===== config.mk =====
export PLATFORM = sky130hd
export DESIGN_NAME = fetch_unit
export DESIGN_NICKNAME = d
export VERILOG_FILES = /design/src/rtl/cpu_pkg.sv /design/src/rtl/fetch_queue.sv /design/src/rtl/fetch_unit.sv
export SDC_FILE = /design/constraint.sdc
export NUM_CORES = 1
export LEC_CHECK = 0
export CAP_MARGIN = 25
export CORE_MARGIN = 4
export CORE_UTILIZATION = 30
export CTS_CLUSTER_DIAMETER = 80
export DETAILED_ROUTE_END_ITERATION = 6
export DONT_BUFFER_PORTS = 1
export PLACE_DENSITY_LB_ADDON = 0.25
export SLEW_MARGIN = 10
export SYNTH_ARGS = -nofsm -noshare
export SYNTH_HDL_FRONTEND = slang
export SYNTH_SLANG_ARGS = --single-unit
export TNS_END_PERCENT = 10

===== constraint.sdc =====
create_clock -name clk -period 4.2 [get_ports clk]
set_clock_uncertainty 0.05 [all_clocks]
set_input_delay 0.21 -clock clk [delete_from_list [all_inputs] [get_ports clk]]
set_output_delay 0.21 -clock clk [all_outputs]
set_load 0.05 [all_outputs]

===== src/rtl/cpu_pkg.sv =====
// cpu_pkg: widths, reset PC and FSM state type for the fetch front end.
// No ports; imported by fetch_queue and fetch_unit.
package cpu_pkg;

  localparam int CPU_ADDR_W      = 10;
  localparam int CPU_INSTR_W     = 48;
  localparam int CPU_FETCH_DEPTH = 2;

  localparam logic [CPU_ADDR_W-1:0] CPU_RESET_PC = '0;

  typedef enum logic [1:0] {
    IDLE,
    RUN,
    FLUSH
  } fetch_state_t;

endpackage


===== src/rtl/fetch_queue.sv =====
// fetch_queue: DEPTH-entry FIFO of {pc, instr} with synchronous flush.
// Ports: clk, reset, flush, push/din, pop, count, head (oldest entry).
module fetch_queue
  import cpu_pkg::*;
#(
  parameter int DEPTH = CPU_FETCH_DEPTH,
  parameter int W     = CPU_ADDR_W + CPU_INSTR_W
) (
  input  logic                   clk,
  input  logic                   reset,
  input  logic                   flush,
  input  logic                   push,
  input  logic                   pop,
  input  logic [W-1:0]           din,
  output logic [$clog2(DEPTH):0] count,
  output logic [W-1:0]           head
);

  localparam int PW = $clog2(DEPTH);
  localparam int CW = PW + 1;
  localparam logic [CW-1:0] FULL = CW'(DEPTH);

  logic [W-1:0]  mem [DEPTH];
  logic [PW-1:0] rd_ptr;
  logic [PW-1:0] wr_ptr;
  logic          do_push;
  logic          do_pop;

  assign do_pop  = pop && (count != '0);
  assign do_push = push && ((count != FULL) || do_pop);
  assign head    = mem[rd_ptr];

  always_ff @(posedge clk) begin
    if (reset || flush) begin
      rd_ptr <= '0;
      wr_ptr <= '0;
      count  <= '0;
    end else begin
      if (do_push) wr_ptr <= wr_ptr + PW'(1);
      if (do_pop)  rd_ptr <= rd_ptr + PW'(1);
      case ({do_push, do_pop})
        2'b10:   count <= count + CW'(1);
        2'b01:   count <= count - CW'(1);
        default: count <= count;
      endcase
    end
  end

  // storage needs no reset: pointers gate what is visible
  always_ff @(posedge clk) begin
    if (do_push) mem[wr_ptr] <= din;
  end

endmodule


===== src/rtl/fetch_unit.sv =====
// fetch_unit: PC/FSM, BRAM read issue, epoch-tagged in-flight read, prefetch queue.
// Ports: clk, reset, fetch_en, redirect_valid/pc, mem_addr/req/rdata,
// instr_valid/data/pc/ready; stall_cnt/fetched_cnt with FETCH_PERF_CNT_EN.
module fetch_unit
  import cpu_pkg::*;
#(
  parameter int ADDR_W = CPU_ADDR_W,
  parameter int INSTR_W = CPU_INSTR_W,
  parameter int DEPTH = CPU_FETCH_DEPTH,
  parameter logic [ADDR_W-1:0] RESET_PC = ADDR_W'(CPU_RESET_PC)
) (
  input  logic               clk,
  input  logic               reset,
  input  logic               fetch_en,
  input  logic               redirect_valid,
  input  logic [ADDR_W-1:0]  redirect_pc,
  output logic [ADDR_W-1:0]  mem_addr,
  output logic               mem_req,
  input  logic [INSTR_W-1:0] mem_rdata,
  output logic               instr_valid,
  output logic [INSTR_W-1:0] instr_data,
  output logic [ADDR_W-1:0]  instr_pc,
  input  logic               instr_ready
`ifdef FETCH_PERF_CNT_EN
  ,
  output logic [15:0]        stall_cnt,
  output logic [15:0]        fetched_cnt
`endif
);

  localparam int CW = $clog2(DEPTH) + 1;
  localparam int EW = ADDR_W + INSTR_W;
  localparam logic [CW:0] LIMIT = (CW+1)'(DEPTH);

  fetch_state_t      state;
  logic [ADDR_W-1:0] pc;
  logic [ADDR_W-1:0] fly_pc;
  logic              epoch;
  logic              fly;
  logic              fly_epoch;
  logic [CW-1:0]     count;
  logic [EW-1:0]     head;
  logic [CW:0]       occ;
  logic              flush;
  logic              pop;
  logic              push;
  logic              issue;

  assign flush       = redirect_valid && (state != IDLE);
  assign instr_valid = (count != '0);
  assign pop         = instr_valid && instr_ready && !flush;
  // a read issued before a redirect carries the old epoch and is dropped
  assign push        = fly && (fly_epoch == epoch);

  // the slot freed by this cycle's pop already counts as free,
  // which keeps a 1/cycle stream going with a two-entry queue
  assign occ = {1'b0, count} + {{CW{1'b0}}, fly}
             - {{CW{1'b0}}, pop};
  assign issue = (state == RUN) && fetch_en && (occ < LIMIT);

  assign mem_req    = issue;
  assign mem_addr   = pc;
  assign instr_pc   = instr_valid ? head[EW-1:INSTR_W] : '0;
  assign instr_data = instr_valid ? head[INSTR_W-1:0] : '0;

  fetch_queue #(
    .DEPTH (DEPTH),
    .W     (EW)
  ) u_queue (
    .clk   (clk),
    .reset (reset),
    .flush (flush),
    .push  (push),
    .pop   (pop),
    .din   ({fly_pc, mem_rdata}),
    .count (count),
    .head  (head)
  );

  always_ff @(posedge clk) begin
    if (reset) begin
      state     <= IDLE;
      pc        <= RESET_PC;
      fly_pc    <= '0;
      epoch     <= 1'b0;
      fly       <= 1'b0;
      fly_epoch <= 1'b0;
    end else begin
      fly       <= issue;
      fly_pc    <= pc;
      fly_epoch <= epoch;
      unique case (state)
        IDLE: state <= RUN;
        RUN, FLUSH: begin
          if (redirect_valid) begin
            state <= FLUSH;
            pc    <= redirect_pc;
            epoch <= ~epoch;
          end else begin
            state <= RUN;
            if (issue) pc <= pc + ADDR_W'(1);
          end
        end
        default: state <= IDLE;
      endcase
    end
  end

`ifdef FETCH_PERF_CNT_EN
  always_ff @(posedge clk) begin
    if (reset) begin
      stall_cnt   <= '0;
      fetched_cnt <= '0;
    end else begin
      if (instr_ready && !instr_valid && stall_cnt != 16'hFFFF)
        stall_cnt <= stall_cnt + 16'd1;
      if (pop && fetched_cnt != 16'hFFFF)
        fetched_cnt <= fetched_cnt + 16'd1;
    end
  end
`endif

endmodule


### Word-level counts from Yosys, hierarchy flattened

Memory sizes are Yosys's and may differ from the RTL's. A register that Yosys moved wholly into a read port is not among the register bits.
Cells that the tools add are included.

| cells by class | value |
|---|---|
| add/subtract/negate cells | 7 |
| $lt $le $gt $ge | 1 |
| equality and inequality tests | 6 |
| mux-type cells | 11 |
| bitwise gates (word level) | 1 |
| reduce and logical (&&, ||, !) cells | 19 |

Operators by type and width:

| operator | number |
|---|---|
| $mux W48 | 1 |
| $mux W10 | 3 |
| $add A10 B1 Y10 const B | 1 |
| $logic_and A1 B1 Y1 | 8 |
| $pmux W2 S2 | 2 |
| $reduce_bool A2 Y1 | 4 |
| $eq A2 B1 Y1 const B | 2 |
| $eq A2 B2 Y1 const B | 2 |
| $mux W1 | 4 |
| $reduce_and A2 Y1 | 2 |
| $add A2 B1 Y3 | 1 |
| $lt A3 B2 Y1 const B | 1 |
| $sub A3 B1 Y3 | 1 |
| $add A1 B1 Y1 const B | 2 |
| $add A2 B1 Y2 const B | 1 |
| $logic_not A2 Y1 | 1 |
| $logic_or A1 B1 Y1 | 2 |
| $mux W2 | 1 |
| $ne A2 B2 Y1 const B | 1 |
| $reduce_or A2 Y1 | 1 |
| $sub A2 B1 Y2 const B | 1 |
| $eq A1 B1 Y1 | 1 |
| $logic_not A1 Y1 | 1 |
| $not A1 Y1 | 1 |

| word-level totals | value |
|---|---|
| register bits | 29 |
| memory bits (writable) | 116 |
| input port bits | 63 |
| output and inout bits | 70 |
| logic and storage cells | 55 |
| memories kept | 1 |

Memory list:

| memory | depth | bits a word | read ports | clocked after memory_dff | wr ports | line | text |
|---|---|---|---|---|---|---|---|
| u_queue.mem | 2 | 58 | 1 | 1 | 1 | fetch_queue.sv:23 | `logic [W-1:0] mem [DEPTH];` |

### Longest topological paths before layout

| logic depth | value |
|---|---|
| depth after elaboration | 9 |
| gate-level depth with buffers | 12 |

### Modules after synthesis

Synthesis repeated with hierarchy kept, for this count alone.

| unflattened totals | value |
|---|---|
| cell total of the unflattened synthesis | 406 |
| area total of the unflattened synthesis | 6090.8 sq um |

Modules (own cells, without submodules):

| module | times used | cells an instance | area an instance (sq um) | seq. area each (sq um) |
|---|---|---|---|---|
| fetch_queue | 1 | 209 | 4508.1 | 3583.4 |
| fetch_unit | 1 | 197 | 1582.8 | 500.5 |

### Worst setup path before layout

OpenSTA, ideal clock, no wires.

| path | value |
|---|---|
| path kind | register to register |
| start point | register state[0] |
| end point | memory u_queue.mem[0][0] (netlist name), enable pin |
| arrival | 3.357 ns |
| setup slack | 0.319 ns |
| stages on the path, launching flop included | 7 |
| path buffers | 0 |
| clock period less this slack | 3.881 ns |
| cells stage by stage | dfxtp_1 inv_1 ha_1 nand2b_1 nor2b_4 o311ai_4 nor2_1 |

| between the ends | value |
|---|---|
| cells in the longest elaborated chain, start to end | 9 |

RTL lines:

| what | line | text |
|---|---|---|
| start: declaration | fetch_unit.sv:35 | `fetch_state_t state;` |
| start signal: assignment | fetch_unit.sv:82 | `state <= IDLE;` |
| start signal: assignment | fetch_unit.sv:93 | `IDLE: state <= RUN;` |
| start signal: assignment | fetch_unit.sv:96 | `state <= FLUSH;` |
| $reduce_bool A2 Y1 | fetch_unit.sv:49 | `assign flush = redirect_valid && (state != IDLE);` |
| $logic_and A1 B1 Y1 | fetch_unit.sv:49 |  |
| $logic_not A1 Y1 | fetch_unit.sv:51 | `assign pop = instr_valid && instr_ready && !flush;` |
| $logic_and A1 B1 Y1 | fetch_unit.sv:51 |  |
| $logic_and A1 B1 Y1 | fetch_queue.sv:29 | `assign do_pop = pop && (count != '0);` |
| via u_queue.do_pop | fetch_queue.sv:27 | `logic do_pop;` |
| $logic_or A1 B1 Y1 | fetch_queue.sv:30 | `assign do_push = push && ((count != FULL) \|\| do_pop);` |
| $logic_and A1 B1 Y1 | fetch_queue.sv:30 |  |
| $mux W1 | fetch_queue.sv:51 | `if (do_push) mem[wr_ptr] <= din;` |
| $mux W1 (not written as such) | fetch_queue.sv:51 |  |
| end: declaration | fetch_queue.sv:23 |  |

The timed path passes the listed nets, and every way through them passes these cells.

### Worst setup path in the final report

| path | value |
|---|---|
| start point | register state[0] |
| end point | output mem_req |

| between the ends | value |
|---|---|
| cells in the longest elaborated chain, start to end | 7 |

RTL lines:

| what | line | text |
|---|---|---|
| $reduce_bool A2 Y1 | fetch_unit.sv:49 |  |
| $logic_and A1 B1 Y1 | fetch_unit.sv:49 |  |
| $logic_not A1 Y1 | fetch_unit.sv:51 |  |
| $logic_and A1 B1 Y1 | fetch_unit.sv:51 |  |
| $sub A3 B1 Y3 | fetch_unit.sv:58 | `- {{CW{1'b0}}, pop};` |
| $lt A3 B2 Y1 | fetch_unit.sv:59 | `assign issue = (state == RUN) && fetch_en && (occ < LIMIT);` |
| $logic_and A1 B1 Y1 * | fetch_unit.sv:59 |  |
| end: declaration | fetch_unit.sv:18 | `output logic mem_req,` |

Every way passes the cells marked *; elsewhere a longest branch is shown, timed or not.

==> impl_metrics.env <==
export IMPL_post_synth_and_or_nand_nor_area_fraction_pct=9.045
export IMPL_synth_compound_gate_area_share_pct=4.653
export IMPL_synth_top_area_cell="edfxtp_1"
export IMPL_dpl_worst_slack_ns=1.226
export IMPL_report_final_hold_viol_count=0
export IMPL_globalRouteOverflowTotal=0
export IMPL_timing_final_crit_share_pct=80.66
export IMPL_syn_instance_count=400
export IMPL_grt_max_degree=59
export IMPL_synth_cell_area_um2=5754
export IMPL_route_detailed_drc=0
export IMPL_cts_sinks=146
export IMPL_clkTransAtPathRegs_ns=0.06
export IMPL_numPortBuffers=0
export IMPL_yosys_top_cells_area="edfxtp_1 61%, dfxtp_1 10%, mux2i_1 10%"
export IMPL_post_synth_top_count_cell="edfxtp_1"
export IMPL_synth_async_reset_ratio_pct=0
export IMPL_grt_setup_unrepaired="false"
export IMPL_die_y_um=146.5
export IMPL_ys_warnings_count=0
export IMPL_outcome="completed"
export IMPL_post_dp_hpwl_um=7315
export IMPL_worst_rel_slew_slack_pct=34.00
export IMPL_power_density_nw_per_um2=489.6
export IMPL_detailed_routing_iteration_count_for_the_pre_antenna_repair_pass=4
export IMPL_routabilityCongestion=0.8095
export IMPL_synth_edf_count=116
export IMPL_clock_power_share_pct=42.5
export IMPL_cts_tree="done"
export IMPL_cts_inserted_buffers=17
export IMPL_detailroute_via_count=3291
export IMPL_area_growth_synth_to_final_pct=24.79
export IMPL_clkLatencyLatePin_ns=0.41
export IMPL_root_buf_cell="clkbuf_16"
export IMPL_crit_path_start_kind="register"
export IMPL_groute_usage_overall_pct=10.96
export IMPL_timing_hold_worst_class="in2reg"
export IMPL_routed_wl_um=11620
export IMPL_synth_adder_area_share_pct=1.653
export IMPL_pwr_share_comb_pct=10.0
export IMPL_critPathArrivalTime_ns=3.13
export IMPL_cts_resized_gates=0
export IMPL_clock_path_buffers=2
export IMPL_slew_violations=0
export IMPL_path_max_fanout=4
export IMPL_route_antenna_remaining_nets=0
export IMPL_leading_cell_types_by_count_after_synthesis="116 x edfxtp_1, 72 x nor2_1, 59 x mux2i_1"
export IMPL_synth_top_family_by_area="multiplexers"
export IMPL_worst_slew_pin_transition_ns=0.9864
export IMPL_postSynth_topFlopCell="edfxtp_1"
export IMPL_final_setup_viol_count=0
export IMPL_design_core_area_um2=18770
export IMPL_nNetsFinal=528
export IMPL_setup_total_negative_slack_ns=0
export IMPL_cap_violations=0
export IMPL_mux_contribution_to_synthesized_area_pct=10.46
export IMPL_period_minus_slack_ns=3.388
export IMPL_grt_first_pass_wirelength_um=18320
export IMPL_netSwitchingFraction_pct=25.25
export IMPL_grt_antenna_before_repair=1
export IMPL_xor_xnor_share_of_the_synthesized_area_pct=1.044
export IMPL_cell_internal_pwr_w=0.002628
export IMPL_power_switching_w=0.0008875
export IMPL_floorplan_die_area_um2=21460
export IMPL_critical_path_class="reg2out"
export IMPL_initialDrtViolationCount=137
export IMPL_syn_avg_cell_area_um2=14.39
export IMPL_synth_cell_types=39
export IMPL_dr_wl_cell_um=16.46
export IMPL_worst_setup_end_kind="output port"
export IMPL_grt_pass1_vias=3411
export IMPL_setup_slack_ns=0.8121
export IMPL_floorplan_initialDensity_pct=30.66
export IMPL_cp_required_ns=3.94
export IMPL_achievable_frequency_mhz=295.2
export IMPL_io_pins=133
export IMPL_htreeDepth=4
export IMPL_synth_seq_area_share_pct=70.97
export IMPL_layout_cell_share_with_drive_strength_beyond_1_pct=9.766
export IMPL_irDropWorstVdd_v=0.0002588
export IMPL_synth_largest_type_area_fraction_pct=60.53
export IMPL_synth_net_count=470
export IMPL_cts_setup_buffers=0
export IMPL_dieWidth_um=146.5
export IMPL_rows=50
export IMPL_count_of_state_elements_after_synthesis=146
export IMPL_share_seq_of_total_power_pct=47.5
export IMPL_reported_leakage_power_nw=2.325
export IMPL_viasPerCell=4.661
==> per-layer routing <==
| layer | part of all wire, % | GRT usage (%) |
|---|---|---|
| met1 | 43 | 12.71 |
| met2 | 48 | 17.83 |
| met3 | 7.1 | 5.245 |
| met4 | 1.2 | 3.810 |
| met5 | 0 | 0 |
==> cell families after synthesis <==
kind of cell             Yosys count
adder cells (fa/ha/maj)            7
XOR/XNOR                           6
flip-flops                       146
multiplexers                      60
buffers and inverters             28
AO/OA/AOI/OAI                     34
AND/OR/NAND/NOR                  119
==> final timing paths <==
check / start / endpoint / slack (ns) / cells after the start
worst max register to register: state[0]$_SDFF_PP0_ / mem_addr[1]$_SDFFE_PP0P_ / 0.83 / 12
worst min-delay path: redirect_pc[5] / mem_addr[5]$_SDFFE_PP0P_ / 0.03 / 3
worst min register to register: fly_pc[1]$_SDFF_PP0_ / u_queue.mem[1][49]$_DFFE_PP_ / 0.38 / 0
worst max-delay path: state[0]$_SDFF_PP0_ / mem_req / 0.81 / 9
==> stage by stage <==
stage               hold WS [ns]  utilization (%)  total power (W)  instance area (µm²)  cells
global placement          0.2339            31.99         0.001999                 6005    618
global route             0.01001            38.26         0.003673                 7181    706
finish                   0.02997            38.26         0.003516                 7181    706
detailed placement        0.2359            31.99         0.002004                 6005    618
floorplan                 0.2425                -         0.001961                 5754    400
CTS                     0.003738            38.10         0.003566                 7151    704
==> power by group through the flow <==
stage	Clock, W	Sequential, W	Combinational (W)
2_1_floorplan	0	0.00169	0.000271
3_3_place_gp	0	0.00171	0.000292
3_5_place_dp	0	0.00171	0.000294
4_1_cts	0.00154	0.00168	0.000348
5_1_grt	0.00162	0.00168	0.000379
6_report	0.00149	0.00167	0.000351
==> timing repair <==
item                                    4_1_cts  5_1_grt
hold endpoints to repair                    115        0
hold buffers                                 54        0
endpoints found under the setup margin        0        0
==> critical path, stage by stage, from the launching register on <==
cell	delay [ns]
dfxtp_1	0.37
inv_1	0.06
ha_1	0.20
nand2b_1	0.17
nor2b_1	0.14
ha_1	0.26
nand2b_1	0.15
fa_1	0.51
nand3_1	0.14
nor2_1	0.70
==> state kept, by name (all words and copies together), names as in the netlist, named ones only <==
name	count
u_queue.mem	116
fly_pc	10
mem_addr	10
state	2
u_queue.count	2
epoch	1
fly	1
fly_epoch	1
u_queue.rd_ptr	1
u_queue.wr_ptr	1
==> layout make-up <==
cell class,count,area [µm²]
Clock inverter,9,62.56
Tap cell,234,292.8
Inverter,9,33.78
Antenna cell,1,2.502
Multi-Input combinational cell,226,1568
Sequential cell,146,4088
Timing Repair Buffer,58,590.6
Clock buffer,23,543.0
Fill cell,1764,11590
==> placed cells by master, fill, tap and decap left out, drive strengths merged, types with 2 or more instances in the layout <==
cell type | synthesis | routed
edfxtp | 116 | 116
nor2 | 72 | 72
mux2i | 59 | 59
dlygate4sd3 | 0 | 54
dfxtp | 30 | 30
clkbuf | 8 | 23
nand2 | 18 | 18
nor2b | 12 | 12
inv | 9 | 11
o21ai | 9 | 9
ha | 6 | 6
clkinv | 0 | 6
a32o | 5 | 5
nor3 | 5 | 5
nand3 | 4 | 4
a21oi | 4 | 4
o41ai | 4 | 4
xor2 | 4 | 4
buf | 11 | 4
nand2b | 3 | 3
o31ai | 3 | 3
xnor2 | 2 | 2
nand4 | 2 | 2
o22ai | 2 | 2
nor4 | 2 | 2
(Power assumes the default switching activity.)
